--- config.mk ---
export PLATFORM = sky130hd
export DESIGN_NAME = conditional_3d_array_row_sequencer
export DESIGN_NICKNAME = d
export VERILOG_FILES = /design/src/rtl/conditional_3d_array_pkg.sv /design/src/rtl/conditional_row_register.sv /design/src/rtl/conditional_3d_array_row_sequencer.sv
export SDC_FILE = /design/constraint.sdc
export NUM_CORES = 1
export LEC_CHECK = 0
export BUFFER_PORTS_ARGS = -buffer_cell sky130_fd_sc_hd__buf_2
export CORE_ASPECT_RATIO = 1.5
export CORE_UTILIZATION = 51
export CTS_CLUSTER_SIZE = 28
export DETAILED_ROUTE_END_ITERATION = 10
export GPL_TIMING_DRIVEN = 0
export HOLD_SLACK_MARGIN = 0.15
export PLACE_DENSITY = 0.95
export SLEW_MARGIN = 20
export SYNTH_ARGS = -nofsm -noshare
export SYNTH_HDL_FRONTEND = slang
export SYNTH_HIERARCHICAL = 1
export SYNTH_SLANG_ARGS = --single-unit
export TNS_END_PERCENT = 30
--- constraint.sdc ---
create_clock -name clk -period 4.2 [get_ports clk]
set_input_delay 0.21 -clock clk [delete_from_list [all_inputs] [get_ports clk]]
set_output_delay 0.21 -clock clk [all_outputs]
set_load 0.005 [all_outputs]
--- src/rtl/conditional_3d_array_pkg.sv ---
// Shared types and helpers for the conditional 3-D array row sequencer.
package conditional_3d_array_pkg;

    typedef enum logic [1:0] {
        IDLE = 2'd0,
        RUN  = 2'd1,
        DONE = 2'd2
    } seq_state_t;

    function automatic int row_idx_width(input int rows);
        return (rows <= 1) ? 1 : $clog2(rows);
    endfunction

endpackage

--- src/rtl/conditional_row_register.sv ---
// Registered valid/ready output stage: captures the selected row, its index and
// the last-row flag whenever the stage is empty or being drained.
module conditional_row_register #(
    parameter int BIT_WIDTH = 4,
    parameter int COLS      = 8,
    parameter int IDX_W     = 3
) (
    input  logic                      clk,
    input  logic                      rst_n,
    input  logic                      clear,
    input  logic                      load,
    input  logic                      fill,
    input  logic                      cond,
    input  logic [COLS*BIT_WIDTH-1:0] true_row,
    input  logic [COLS*BIT_WIDTH-1:0] false_row,
    input  logic [IDX_W-1:0]          idx,
    input  logic                      last,
    output logic                      out_valid,
    output logic [COLS*BIT_WIDTH-1:0] out_row,
    output logic [IDX_W-1:0]          out_row_idx,
    output logic                      out_last
);

    always_ff @(posedge clk or negedge rst_n) begin
        if (!rst_n) begin
            out_valid   <= 1'b0;
            out_row     <= '0;
            out_row_idx <= '0;
            out_last    <= 1'b0;
        end else if (clear) begin
            out_valid <= 1'b0;
        end else if (load) begin
            // With no rows left to fetch, a drained stage simply goes empty.
            if (fill) begin
                out_row     <= cond ? true_row : false_row;
                out_row_idx <= idx;
                out_last    <= last;
                out_valid   <= 1'b1;
            end else begin
                out_valid <= 1'b0;
            end
        end
    end

endmodule

--- src/rtl/conditional_3d_array_row_sequencer.sv ---
// Streams one conditionally selected array, one row per beat, to a valid/ready consumer.
// Optional abort input/aborted output enabled by CONDITIONAL_3D_ARRAY_SEQ_ABORT_EN.
module conditional_3d_array_row_sequencer
    import conditional_3d_array_pkg::*;
#(
    parameter int BIT_WIDTH = 4,
    parameter int ROWS      = 8,
    parameter int COLS      = 8,
    localparam int ROW_IDX_W = row_idx_width(ROWS)
) (
    input  logic                      clk,
    input  logic                      rst_n,
    input  logic                      start_valid,
    output logic                      start_ready,
    input  logic                      start_condition,
    output logic [ROW_IDX_W-1:0]      row_idx,
    input  logic [COLS*BIT_WIDTH-1:0] if_true_row,
    input  logic [COLS*BIT_WIDTH-1:0] if_false_row,
    output logic                      out_valid,
    input  logic                      out_ready,
    output logic [COLS*BIT_WIDTH-1:0] out_row,
    output logic [ROW_IDX_W-1:0]      out_row_idx,
    output logic                      out_last,
    output logic                      busy,
    output logic                      done
`ifdef CONDITIONAL_3D_ARRAY_SEQ_ABORT_EN
    ,
    input  logic                      abort,
    output logic                      aborted
`endif
);

    localparam int CNT_W = $clog2(ROWS + 1);
    localparam logic [CNT_W-1:0]     ROWS_C   = CNT_W'(ROWS);
    localparam logic [CNT_W-1:0]     LAST_C   = CNT_W'(ROWS - 1);
    localparam logic [ROW_IDX_W-1:0] LAST_IDX = ROW_IDX_W'(ROWS - 1);

    seq_state_t     state;
    seq_state_t     state_next;
    logic           cond_q;
    logic [CNT_W-1:0] rd_q;
    logic           fill;
    logic           load;
    logic           last_hs;
    logic           kill;

    assign fill    = (rd_q < ROWS_C);
    assign load    = (state == RUN) && (!out_valid || out_ready);
    assign last_hs = (state == RUN) && out_valid && out_ready && out_last;
    assign row_idx = fill ? rd_q[ROW_IDX_W-1:0] : LAST_IDX;

`ifdef CONDITIONAL_3D_ARRAY_SEQ_ABORT_EN
    assign kill = (state == RUN) && abort;

    always_ff @(posedge clk or negedge rst_n) begin
        if (!rst_n) begin
            aborted <= 1'b0;
        end else begin
            aborted <= kill;
        end
    end
`else
    assign kill = 1'b0;
`endif

    always_ff @(posedge clk or negedge rst_n) begin
        if (!rst_n) begin
            state <= IDLE;
        end else begin
            state <= state_next;
        end
    end

    always_comb begin
        state_next  = state;
        start_ready = 1'b0;
        busy        = 1'b1;
        done        = 1'b0;
        case (state)
            IDLE: begin
                start_ready = 1'b1;
                busy        = 1'b0;
                if (start_valid) begin
                    state_next = RUN;
                end
            end
            RUN: begin
                // Abort wins over a coinciding final handshake, so no done pulse follows.
                if (kill) begin
                    state_next = IDLE;
                end else if (last_hs) begin
                    state_next = DONE;
                end
            end
            DONE: begin
                done       = 1'b1;
                state_next = IDLE;
            end
            default: state_next = IDLE;
        endcase
    end

    always_ff @(posedge clk or negedge rst_n) begin
        if (!rst_n) begin
            cond_q <= 1'b0;
            rd_q   <= '0;
        end else if (state == IDLE && start_valid) begin
            cond_q <= start_condition;
            rd_q   <= '0;
        end else if (load && fill) begin
            rd_q <= rd_q + CNT_W'(1);
        end
    end

    conditional_row_register #(
        .BIT_WIDTH (BIT_WIDTH),
        .COLS      (COLS),
        .IDX_W     (ROW_IDX_W)
    ) u_row_register (
        .clk         (clk),
        .rst_n       (rst_n),
        .clear       (kill),
        .load        (load),
        .fill        (fill),
        .cond        (cond_q),
        .true_row    (if_true_row),
        .false_row   (if_false_row),
        .idx         (rd_q[ROW_IDX_W-1:0]),
        .last        (rd_q == LAST_C),
        .out_valid   (out_valid),
        .out_row     (out_row),
        .out_row_idx (out_row_idx),
        .out_last    (out_last)
    );

endmodule

* Yosys cells after proc, flatten, opt, wreduce, memory -nomap -nowiden
Index checks and enable logic that the tools add are counted.
Word-level totals: ROM bits 0, bits in latches 0, logic and storage cells 37, input port bits 69, bits in writable memories 0, memories kept 0, output and inout port bits 43, register bits 44
Cells by class: reductions and logical operators 12, add/sub/neg operators 1, multipliers 0, magnitude comparators 1, eq/ne operators 5, div/mod/pow operators 0, mux-type cells 11, shift-type cells 0, bitwise gates (word level) 0
Operators with widths (count):
- $mux W32 | 1
- $mux W4 | 2
- $logic_and A1 B1 Y1 | 6
- $add A4 B1 Y4 const B | 1
- $eq A4 B3 Y1 const B | 1
- $lt A4 B4 Y1 const B | 1
- $mux W1 | 4
- $mux W2 | 2
- $ne A2 B2 Y1 const B | 2
- $pmux W2 S2 | 1
- $reduce_and A2 Y1 | 2
- $mux W3 | 1
- $eq A2 B1 Y1 const B | 1
- $eq A2 B2 Y1 const B | 1
- $logic_not A2 Y1 | 1
- $reduce_bool A2 Y1 | 1
- $logic_not A1 Y1 | 1
- $logic_or A1 B1 Y1 | 1

* Depth between registers and ports, before layout
depth in word-level cells 6, mapped depth 6, gate-level depth less buffers 4

* Cells and area by module
The synthesis kept the hierarchy.
By module, submodules not included:
- conditional_row_register | area an instance 2067.0 µm², cells an instance 116, instances 1
- conditional_3d_array_row_sequencer | area an instance 391.6 µm², cells an instance 38, instances 1

* Worst setup path before layout
OpenSTA, ideal clock, no wires.
path type reg2reg, start point register state[1], end point register u_row_register.out_row[0], path slack 2.543 ns, period minus slack after synthesis 1.657 ns, arrival 1.532 ns, path buffers 2, stages on the path, launching flop included 7, cell sequence dfrtp_1 -> nand2b_2 -> nor2_1 -> and3b_1 -> buf_6 -> buf_6 -> mux2_4
On the way: cells in the longest elaborated chain, start to end 3
RTL lines:
- from (decl) | line conditional_3d_array_row_sequencer.sv:38 | seq_state_t state;
- from (signal assigned) | line conditional_3d_array_row_sequencer.sv:70 | state <= state_next;
- $eq A2 B1 Y1 | line conditional_3d_array_row_sequencer.sv:48 | assign load = (state == RUN) && (!out_valid || out_ready);
- $logic_and A1 B1 Y1 | line conditional_3d_array_row_sequencer.sv:48
- net load | line conditional_3d_array_row_sequencer.sv:43 | logic load;
- $reduce_and A2 Y1 (no line)
- to (signal assigned) | line conditional_row_register.sv:35 | out_row <= cond ? true_row : false_row;
- to (decl) | line conditional_row_register.sv:19 | output logic [COLS*BIT_WIDTH-1:0] out_row,
The timed path passes the listed nets, and every way through them passes these cells. A chain may end at the register's enable or synchronous reset.

* Final worst setup path
start point register state[1], end point register u_row_register.out_row[18]
The elaborated chain is that of the path after synthesis.

==> metrics <==
Vias=1,639; RSZ-0062 raised after global routing=no; syn avg cell area=~16 sq um; placed cells=330; # port buffers=around 110; share of layout cells above drive strength 1=0.7319; Gate power share=0.521; # Post-CTS Setup Buffers=0; Final Slew Violations=0; setup_tns=0 ns; Die ar.=just over 0.005 sq mm; FP Rows=30; CP peak stage delay=about 0.4 ns; GRT Util Overall=0.2006; Switching Fraction=0.3032; crit-path max FO=10; critical path, cell by cell=nand2b_2 > nor2_1 > and3b_1 > buf_6 > buf_6 > mux2_4; Yosys cell types=24; initial antenna violation count=0; mapped cell area=about 0.0025 sq mm; Hold Vio Cnt, Final=0; Core ar.=0.004579 sq mm; final cell count without fillers=340; clk buf depth=2; clock root cell=clkbuf_8; clock sinks=44; Setup CP Type=register to register; clock skew=between 0.005 and 0.006 ns; commonest non-fill, non-tap cell in the layout=buf_2; Power Density=670.0 mW/mm^2; Tmin final=roughly 1.8 ns; diode count=0; Max transition margin=0.3563; slowest CP cell=dfrtp_1; internal power=1.498 mW; CP bufs+invs=2; crit path DAT=1.97 ns; Total Routed Length=4.867 mm; largest net degree at the start of global routing=45; Multi-input gate area=0.001222 sq mm; warning count from the yosys run=6; TritonRoute pass-1 iters=2; Worst Hold Class=primary input to register; CTS tree=yes; GPL Wtd Cong=0.7308; Leakage=approximately 1.7 nW; IO Count=112; FMAX=0.5557 GHz; Congestion Overflow GR=0; sequential power share=0.355; Critical Path End Type=register; Gate Count Post-Synth=~150; first-pass GRT wire length=between 7 and 8 mm; DRC viols=0; max_cap viols=0; crit share post-route=0.4285; most used cell, CP=buf_6; area growth from synthesis to final layout=30.48%; ys flop type=dfrtp_1; share of flip-flops with an asynchronous set or reset=1.000; Routed Antenna Nets=0; # fillers=around 360; sequential fraction of the synthesis area=0.4478; vias in the first global route=1,765; Initial Util=0.5369; Die Width=about 60 microns; CTS Buf Count=5; clock network power share=0.124; H-tree Lvls=2; Detailed Place HPWL=3.598 mm; Worst-path clk slew=0.08 ns; crit path launch type=register; Yosys reg bits=44; Detailed Route Iter0 Violations=57; CP delay by family, top=simple AND/OR/NAND/NOR gates; Storage cell area=0.001101 sq mm; Peak VDD IR=approximately 400 uV; # resized after CTS=0; Die Y-Extent=between 80 and 90 microns; status=completed; Clk Latency, worst-skew pair=0.29 ns; DR WL/cell=14.31 microns; Nets=roughly 350; commonest non-fill, non-tap cells in the layout=buf_2, mux2_4, dfrtp_1; worst path required time=4.37 ns; Setup violations, final=0; number of synthesized flops with an enable pin=0; Slew @ Worst Pin=0.9655 ns; P_sw=0.6518 mW; Vias/cell=4.821
==> flip-flops by register name, summed over array words and instances (netlist names) <==
register,count
cond_q,1
rd_q,4
state,2
u_row_register/out_last,1
u_row_register/out_row_idx,3
u_row_register/out_row,32
u_row_register/out_valid,1
==> Yosys cell counts (2+ instances only) <==
cell     instances  share of area
mux2_4          64           0.39
dfrtp_1         44           0.45
buf_6            6          0.027
mux2_2           5          0.023
mux2i_1          4          0.016
nor2_1           4         0.0061
buf_12           3          0.024
inv_1            3         0.0046
nand2_1          3         0.0046
or2_2            3         0.0076
nand3_1          2         0.0041
==> per-stage QoR <==
step | utilization | total power [mW] | instance area, sq um | setup WS, ns | hold slack (ns)
3_5_place_dp | 0.6765 | 1.898 | 3098 | 2.388 | 0.4225
2_1_floorplan | - | 1.557 | 2462 | 2.543 | -0.08559
4_1_cts | 0.7005 | 2.178 | 3208 | 2.376 | 0.1603
3_3_place_gp | 0.6765 | 1.858 | 3098 | 2.421 | 0.3967
5_1_grt | 0.7005 | 2.296 | 3208 | 2.297 | 0.1707
6_report | 0.7005 | 2.150 | 3208 | 2.400 | 0.1708
==> cells by family (layout without fill, tap and decap cells) <==
family          Yosys count  after routing  share of synthesized area
mux                      73             73                     0.4300
other cells               1              2                   0.001525
compound gates            2              2                   0.005088
fa+ha+maj                 1              1                   0.005088
simple gates             21             21                    0.05395
buf+inv                  12            133                    0.05649
flops                    44             44                     0.4478
==> worst paths after layout <==
path | start | endpoint | slack, ns | cells after the start
max | state[1] | u_row_register/out_row[18] | 2.40 | 6
min | out_ready | state[1] | 0.17 | 3
max reg2reg | state[1] | u_row_register/out_row[18] | 2.40 | 6
min reg2reg | u_row_register/out_row[9] | u_row_register/out_row[9] | 0.51 | 1
max in group asynchronous | rst_n | u_row_register/out_row[14] | 2.97 | 2
min in group asynchronous | rst_n | u_row_register/out_row[11] | 0.63 | 2
==> worst register-to-register path, delay by kind of cell (launching register included) <==
family	cells	cell delay, ns
buf+inv	2	0.36
flops	1	0.40
mux	1	0.32
simple gates	3	0.61
==> final cells by class <==
| cell class | instances | area share |
|---|---|---|
| Sequential cell | 44 | 0.3432 |
| Buffer | 9 | 0.03978 |
| Clock buffer | 8 | 0.02808 |
| Inverter | 3 | 0.003510 |
| Multi-Input combinational cell | 99 | 0.3810 |
| Tap cell | 64 | 0.02496 |
| Timing Repair Buffer | 113 | 0.1794 |
==> per-layer routing <==
layer,global-route usage,part of all wire,up-vias
met2,0.3783,0.53,69
met1,0.2218,0.40,784
met5,0,0,-
met3,0.03863,0.052,6
li1,-,-,780
met4,0.06061,0.011,0
==> timing repair <==
action                     in CTS  in global routing
setup endpoints to repair       0                  0
hold endpoints to repair       45                  0
hold buffers                    2                  0
==> power groups by stage <==
stage / combinational (mW) / clock (mW) / sequential, mW
floorplan: 0.787 / 0 / 0.770
global placement: 1.10 / 0 / 0.760
detailed placement: 1.13 / 0 / 0.767
CTS: 1.13 / 0.278 / 0.766
global route: 1.21 / 0.296 / 0.791
finish: 1.12 / 0.266 / 0.763
(Power assumes the default switching activity.)
